[config.mk]
export PLATFORM = sky130hd
export DESIGN_NAME = seq_divider_64by32_flat
export DESIGN_NICKNAME = d
export VERILOG_FILES = /design/src/rtl/seq_divider_64by32_if.sv /design/src/rtl/seq_divider_64by32.sv /design/src/flat_wrapper.sv
export SDC_FILE = /design/constraint.sdc
export NUM_CORES = 1
export LEC_CHECK = 0
export ABC_AREA = 1
export BUFFER_PORTS_ARGS = -buffer_cell sky130_fd_sc_hd__buf_2
export CAP_MARGIN = 20
export CORE_UTILIZATION = 56
export CTS_BUF_LIST = sky130_fd_sc_hd__clkbuf_2 sky130_fd_sc_hd__clkbuf_4 sky130_fd_sc_hd__clkbuf_8
export CTS_CLUSTER_SIZE = 20
export DETAILED_ROUTE_END_ITERATION = 16
export PLACE_DENSITY = 0.76
export SLEW_MARGIN = 25
export SYNTH_ARGS = -nofsm -noshare
export SYNTH_HDL_FRONTEND = slang
export SYNTH_SLANG_ARGS = --single-unit
[constraint.sdc]
create_clock -name clk -period 2.5 [get_ports clk]
set_input_delay 0.25 -clock clk [delete_from_list [all_inputs] [get_ports clk]]
set_output_delay 0.25 -clock clk [all_outputs]
set_load 0.01 [all_outputs]
[src/rtl/seq_divider_64by32_if.sv]
// ---------------------------------------------------------------------------
// seq_divider_64by32_if : start/done handshake and operand/result bundle
// Rev 1.0
// ---------------------------------------------------------------------------
`default_nettype none

interface seq_divider_64by32_if #(
  parameter int WIDTH = 32
) ();
  logic                 start;
  logic [2*WIDTH-1:0]   dividend;
  logic [WIDTH-1:0]     divisor;
  logic                 busy;
  logic                 done;
  logic [WIDTH-1:0]     quotient;
  logic [WIDTH-1:0]     remainder;
  logic                 div_by_zero;
  logic                 overflow;

  modport master (
    output start, dividend, divisor,
    input  busy, done, quotient, remainder, div_by_zero, overflow
  );

  modport slave (
    input  start, dividend, divisor,
    output busy, done, quotient, remainder, div_by_zero, overflow
  );
endinterface

`default_nettype wire

[src/rtl/seq_divider_64by32.sv]
// ---------------------------------------------------------------------------
// seq_divider_64by32 : restoring 2W/W divider, one quotient bit per clock
// Rev 1.0
// ---------------------------------------------------------------------------
`default_nettype none

module seq_divider_64by32 #(
  parameter int WIDTH = 32
) (
  input  logic                  clk,
  input  logic                  rst_n,
  seq_divider_64by32_if.slave   bus
);

  localparam int             CNT_W = $clog2(WIDTH);
  localparam logic [CNT_W-1:0] LAST_COUNT = CNT_W'(WIDTH - 1);

  typedef enum logic [1:0] {
    IDLE = 2'd0,
    CALC = 2'd1,
    DONE = 2'd2
  } state_t;

  state_t             state;
  logic [WIDTH-1:0]   part_rem;
  logic [WIDTH-1:0]   shift_q;
  logic [WIDTH-1:0]   divisor_reg;
  logic [CNT_W-1:0]   count;

  logic               busy_reg;
  logic               done_reg;
  logic [WIDTH-1:0]   quotient_reg;
  logic [WIDTH-1:0]   remainder_reg;
  logic               dbz_reg;
  logic               ovf_reg;

  logic [WIDTH:0]     trial;
  logic [WIDTH:0]     trial_diff;
  logic [WIDTH-1:0]   rem_next;
  logic [WIDTH-1:0]   q_next;

  // Partial remainder stays below the divisor, so trial - divisor fits in W bits
  always_comb begin
    trial      = {part_rem, shift_q[WIDTH-1]};
    trial_diff = trial - {1'b0, divisor_reg};
    if (trial >= {1'b0, divisor_reg}) begin
      rem_next = trial_diff[WIDTH-1:0];
      q_next   = {shift_q[WIDTH-2:0], 1'b1};
    end else begin
      rem_next = trial[WIDTH-1:0];
      q_next   = {shift_q[WIDTH-2:0], 1'b0};
    end
  end

  always_ff @(posedge clk or negedge rst_n) begin
    if (!rst_n) begin
      state         <= IDLE;
      part_rem      <= '0;
      shift_q       <= '0;
      divisor_reg   <= '0;
      count         <= '0;
      busy_reg      <= 1'b0;
      done_reg      <= 1'b0;
      quotient_reg  <= '0;
      remainder_reg <= '0;
      dbz_reg       <= 1'b0;
      ovf_reg       <= 1'b0;
    end else begin
      case (state)
        IDLE: begin
          done_reg <= 1'b0;
          if (bus.start) begin
            dbz_reg       <= 1'b0;
            ovf_reg       <= 1'b0;
            quotient_reg  <= '0;
            remainder_reg <= '0;
            divisor_reg   <= bus.divisor;
            // Quotient fits in W bits only when the upper dividend half is below the divisor
            if (bus.divisor == '0) begin
              dbz_reg  <= 1'b1;
              done_reg <= 1'b1;
              state    <= DONE;
            end else if (bus.dividend[2*WIDTH-1:WIDTH] >= bus.divisor) begin
              ovf_reg  <= 1'b1;
              done_reg <= 1'b1;
              state    <= DONE;
            end else begin
              part_rem <= bus.dividend[2*WIDTH-1:WIDTH];
              shift_q  <= bus.dividend[WIDTH-1:0];
              count    <= '0;
              busy_reg <= 1'b1;
              state    <= CALC;
            end
          end
        end
        CALC: begin
          part_rem <= rem_next;
          shift_q  <= q_next;
          count    <= count + 1'b1;
          if (count == LAST_COUNT) begin
            quotient_reg  <= q_next;
            remainder_reg <= rem_next;
            busy_reg      <= 1'b0;
            done_reg      <= 1'b1;
            state         <= DONE;
          end
        end
        DONE: begin
          done_reg <= 1'b0;
          state    <= IDLE;
        end
        default: begin
          busy_reg <= 1'b0;
          done_reg <= 1'b0;
          state    <= IDLE;
        end
      endcase
    end
  end

  assign bus.busy        = busy_reg;
  assign bus.done        = done_reg;
  assign bus.quotient    = quotient_reg;
  assign bus.remainder   = remainder_reg;
  assign bus.div_by_zero = dbz_reg;
  assign bus.overflow    = ovf_reg;

endmodule

`default_nettype wire

[src/flat_wrapper.sv]
// flat-port wrapper written by rule: the top's interface ports become plain ports
module seq_divider_64by32_flat 
#(
  parameter int WIDTH = 32
)
  (clk, rst_n, bus_start, bus_dividend, bus_divisor, bus_busy, bus_done, bus_quotient, bus_remainder, bus_div_by_zero, bus_overflow);
  seq_divider_64by32_if #(.WIDTH(WIDTH)) bus_i ();
  input  logic clk;
  input  logic rst_n;
  input wire logic [$bits(bus_i.start)-1:0] bus_start;
  input wire logic [$bits(bus_i.dividend)-1:0] bus_dividend;
  input wire logic [$bits(bus_i.divisor)-1:0] bus_divisor;
  output wire logic [$bits(bus_i.busy)-1:0] bus_busy;
  output wire logic [$bits(bus_i.done)-1:0] bus_done;
  output wire logic [$bits(bus_i.quotient)-1:0] bus_quotient;
  output wire logic [$bits(bus_i.remainder)-1:0] bus_remainder;
  output wire logic [$bits(bus_i.div_by_zero)-1:0] bus_div_by_zero;
  output wire logic [$bits(bus_i.overflow)-1:0] bus_overflow;
  assign bus_i.start = bus_start;
  assign bus_i.dividend = bus_dividend;
  assign bus_i.divisor = bus_divisor;
  assign bus_busy = bus_i.busy;
  assign bus_done = bus_i.done;
  assign bus_quotient = bus_i.quotient;
  assign bus_remainder = bus_i.remainder;
  assign bus_div_by_zero = bus_i.div_by_zero;
  assign bus_overflow = bus_i.overflow;
  seq_divider_64by32 #(.WIDTH(WIDTH)) u_core (.clk(clk), .rst_n(rst_n), .bus(bus_i));
endmodule
==> tab_implementation.tex <==
\begin{tabular}{lr}
\hline
Metric & Value \\
\hline
\multicolumn{2}{l}{\textbf{Place}} \\
Number of buffers inserted by port buffering & 166 \\
Weighted congestion at the end of routability-driven global placement & 1.038 \\
Pre-CTS worst setup slack & -0.1178 ns \\
Placed cell count & 1,987 \\
DP HPWL & 25,550 um \\
\multicolumn{2}{l}{\textbf{Routing}} \\
Count of routing violations after the opening detailed-route iteration & 912 \\
Vias & 11,020 \\
Drc violations & 0 \\
Antenna viol nets, final & 0 \\
Via/cell ratio & 5.409 \\
Final routed wirelength across all metal layers & 33,620 um \\
Post-DR wirelength/cell & 16.51 um \\
Iteration count of the initial detailed-routing pass & 6 \\
\multicolumn{2}{l}{\textbf{Timing}} \\
Measured slew at the worst slew-check pin & 0.6627 ns \\
Maximum operating frequency & 0.4153 GHz \\
Tightest slew margin relative to the limit & 55.82\% \\
Setup-failing EPs final & 0 \\
Final Critical Period & 2.408 ns \\
Share of the clock period used by the worst path & 96.31\% \\
Clock Skew & 0.02191 ns \\
Min setup slack post-route & 0.09226 ns \\
Hold\_ws & 0.01070 ns \\
Hold Fails Final Rpt & 0 \\
Final Max Slew Viols & 0 \\
\multicolumn{2}{l}{\textbf{Global routing}} \\
Number of antenna violations at the first check in global routing & 7 \\
Overall routing resource usage & 34.54\% \\
First-pass GRT wire length & 53,990 um \\
Maximum number of pins on one net before global-route repair & 93 \\
Vias in the first global route & 10,500 \\
Grt total ovfl & 0 \\
\multicolumn{2}{l}{\textbf{Cells and area}} \\
Number of nets in the final layout & 1,918 \\
Post-Route Utilization & 66.47\% \\
Sequential cell area & 0.004279 mm\^{}2 \\
Signed area change from the synthesized netlist to the final layout & 16.22\% \\
Layout cells sized above 1 & 16.20\% \\
Fill cell total of the finished layout & 1,803 \\
Footprint of the multi-input gates & 0.005768 mm\^{}2 \\
Final Instance Count excl. Fillers & 2,037 \\
\multicolumn{2}{l}{\textbf{Synth}} \\
Number of synthesized register bits & 171 \\
Share of flip-flops with an asynchronous set or reset after synthesis & 100.0\% \\
Combined area of all synthesized cells & 0.01117 mm\^{}2 \\
Dominant cells by area after synthesis & sky130\_fd\_sc\_hd\_\_dfrtp\_1 38\%, sky130\_fd\_sc\_hd\_\_nand2\_1 20\%, sky130\_fd\_sc\_hd\_\_nand3\_1 8.6\% \\
Number of synthesized flops with an enable pin & 0 \\
Part of the Yosys area used for sequential elements & 38.32\% \\
Post-synthesis instance total & 1,574 \\
Most used DFF post-synth & sky130\_fd\_sc\_hd\_\_dfrtp\_1 \\
Dominant cell type by area after synthesis & sky130\_fd\_sc\_hd\_\_dfrtp\_1 \\
Syn Area/Cell & 7.095 um\^{}2 \\
Unique masters post-synth & 40 \\
Post-synth top area share & 38.32\% \\
Count of warnings emitted by yosys & 0 \\
Net Count, Synth & 1,740 \\
\multicolumn{2}{l}{\textbf{Power}} \\
Internal cell power & 9856 uW \\
Leakage power of the design & 0.007333 uW \\
Switching fraction of total power & 52.53\% \\
Register share of total power & 23.3\% \\
Post-layout total power & 20,760 uW \\
Power per unit of standard cell area & 1600 mW/mm\^{}2 \\
Part of the total power dissipated in the clock network & 10.6\% \\
Logic gate share of total power & 66.2\% \\
Power spent charging and discharging nets & 10,910 uW \\
Peak ir drop on the vdd network & 1237 uV \\
\multicolumn{2}{l}{\textbf{Critical path}} \\
Kind of start point of the critical path & flop \\
Endpoint required time on the critical path & 2.87 ns \\
Capturing element type of the critical path & flop \\
Path type of the worst setup path & flop to flop \\
Arrival time of the worst setup path & 2.78 ns \\
Critical path fanouts, max & 18 \\
\multicolumn{2}{l}{\textbf{Clock network}} \\
CTS Root Buffer Type & sky130\_fd\_sc\_hd\_\_clkbuf\_8 \\
Clock transition at the register clock pins on the worst setup and hold paths after CTS & 0.12 ns \\
Clock Path Buffers & 2 \\
Worst skew pair latency & 0.49 ns \\
Sinks on Clock Net & 171 \\
Clock tree from TritonCTS & done \\
H-tree levels & 4 \\
TritonCTS buffer count & 17 \\
\multicolumn{2}{l}{\textbf{Floorplan}} \\
Total Die Area & 0.02051 mm\^{}2 \\
Number of rows in the core area & 51 \\
Top-Level Pins & 167 \\
Die height & 143.2 um \\
Initial standard-cell utilization of the core & 57.19\% \\
Core area & 0.01953 mm\^{}2 \\
Horizontal extent of the die & 143.2 um \\
\multicolumn{2}{l}{\textbf{Outcome}} \\
Status & finished clean \\
\multicolumn{2}{l}{\textbf{Flow run}} \\
Max-capacitance violation count & 0 \\
\multicolumn{2}{l}{\textbf{Min path}} \\
Hold WC Path Type & input pin to flop \\
\hline
\end{tabular}
cells in the mapped netlist, drive strengths merged (2+ instances only):
master	number
nor2	71
o21ai	70
buf	23
or2	2
nand4	41
nand3b	28
nand2	600
xnor2	14
a21oi	30
ha	66
dfrtp	171
nor4	2
nor3	8
o21a	2
inv	201
a21o	2
and2	3
nand3	199
clkbuf	34
what timing repair did:
| item | 4_1_cts | 5_1_grt |
|---|---|---|
| setup endpoints to repair | 4 | 47 |
| hold endpoints to repair | 62 | 1 |
| gates resized for setup | 2 | 14 |
| hold buffers | 8 | 1 |
| pin swaps | 0 | 1 |
| setup buffers | 0 | 2 |
logic make-up after synthesis:
logic type                 after synthesis  synth area share (%)
adders and majority gates               67                 7.574
xor gates and xnor gates                15                 1.177
DFF                                    171                 38.32
and+or+nand+nor                        954                 37.24
AOI/OAI and AO/OA                      107                 4.986
buffers and inverters                  260                 10.70
cell type report:
| cell class | count | share of cell area [%] |
|---|---|---|
| diodes | 7 | 0.1350 |
| clock buffers | 17 | 1.803 |
| clock inverters | 15 | 1.620 |
| inverters | 202 | 5.842 |
| multi-input cells | 1143 | 44.44 |
| flip-flops and latches | 171 | 32.97 |
| well taps | 265 | 2.555 |
| repair buffers | 217 | 10.63 |
stage by stage:
stage / setup TNS (ns) / area (um^2)
after global placement: -0.1357 / 12350
after detailed placement: -0.3296 / 12350
after global routing: -0.04538 / 12970
final: 0 / 12980
after floorplan: 0 / 11170
after CTS: 0 / 12890
power by group through the flow:
stage / Combinational [uW] / Sequential, uW / Clock [uW]
3_3_place_gp: 13200 / 4820 / 0
4_1_cts: 13500 / 4810 / 2230
3_5_place_dp: 13400 / 4850 / 0
5_1_grt: 15400 / 4970 / 2330
6_report: 13700 / 4830 / 2190
2_1_floorplan: 9520 / 4880 / 0
layout by cell type, fill, tap and decap left out, drive strengths merged:
cell type    netlist  final
a21o               2      2
a21oi             30     30
a22o               1      1
a31oi              1      1
and2               3      3
buf               23    208
bufinv             0      1
clkbuf            34     17
clkinv             1      5
dfrtp            171    171
diode              0      7
dlygate4sd3        0      9
fa                 1      1
ha                66     66
inv              201    211
nand2            600    600
nand3            199    199
nand3b            28     28
nand4             41     41
nor2              71     71
nor3               8      8
nor4               2      2
o21a               2      2
o21ai             70     70
o21bai             1      1
or2                2      2
xnor2             14     14
xor2               1      1
layer usage:
| layer | vias to the layer above | share of wire (%) | track usage [%] |
|---|---|---|---|
| met5 | - | 0.054 | 0 |
| li1 | 5392 | - | - |
| met1 | 5147 | 44 | 47.10 |
| met4 | 4 | 2.9 | 12.82 |
| met2 | 420 | 45 | 53.27 |
| met3 | 56 | 7.7 | 8.149 |
critical path, stage by stage (launching register included):
cell and delay [ns]:
sky130_fd_sc_hd__dfrtp_1 0.41, sky130_fd_sc_hd__ha_1 0.40, sky130_fd_sc_hd__nand2_1 0.13, sky130_fd_sc_hd__nor2_1 0.31
sky130_fd_sc_hd__nand3_1 0.10, sky130_fd_sc_hd__nand3b_1 0.17, sky130_fd_sc_hd__nand2_1 0.11, sky130_fd_sc_hd__nor2_4 0.06
sky130_fd_sc_hd__nand2_4 0.11, sky130_fd_sc_hd__buf_12 0.17, sky130_fd_sc_hd__nand2_1 0.08, sky130_fd_sc_hd__nand4_1 0.16
sky130_fd_sc_hd__nand2_1 0.07
path summary, 6_finish.rpt:
path                                                     start                              endpoint  slack, ns  cells past startpoint
worst min-delay path                          bus_dividend[11]        u_core.shift_q[11]$_DFFE_PN0P_       0.01                      3
worst max register to register  u_core.part_rem[3]$_DFFE_PN0P_  u_core.bus.remainder[17]$_DFFE_PN0P_       0.09                     12
worst min register to register  u_core.shift_q[20]$_DFFE_PN0P_        u_core.shift_q[20]$_DFFE_PN0P_       0.48                      2
max in group asynchronous                                rst_n   u_core.bus.quotient[16]$_DFFE_PN0P_       1.48                      3
min in group asynchronous                                rst_n    u_core.divisor_reg[28]$_DFFE_PN0P_       0.31                      2
worst max-delay path            u_core.part_rem[3]$_DFFE_PN0P_  u_core.bus.remainder[17]$_DFFE_PN0P_       0.09                     12
Power figures use the tool's default switching activity.
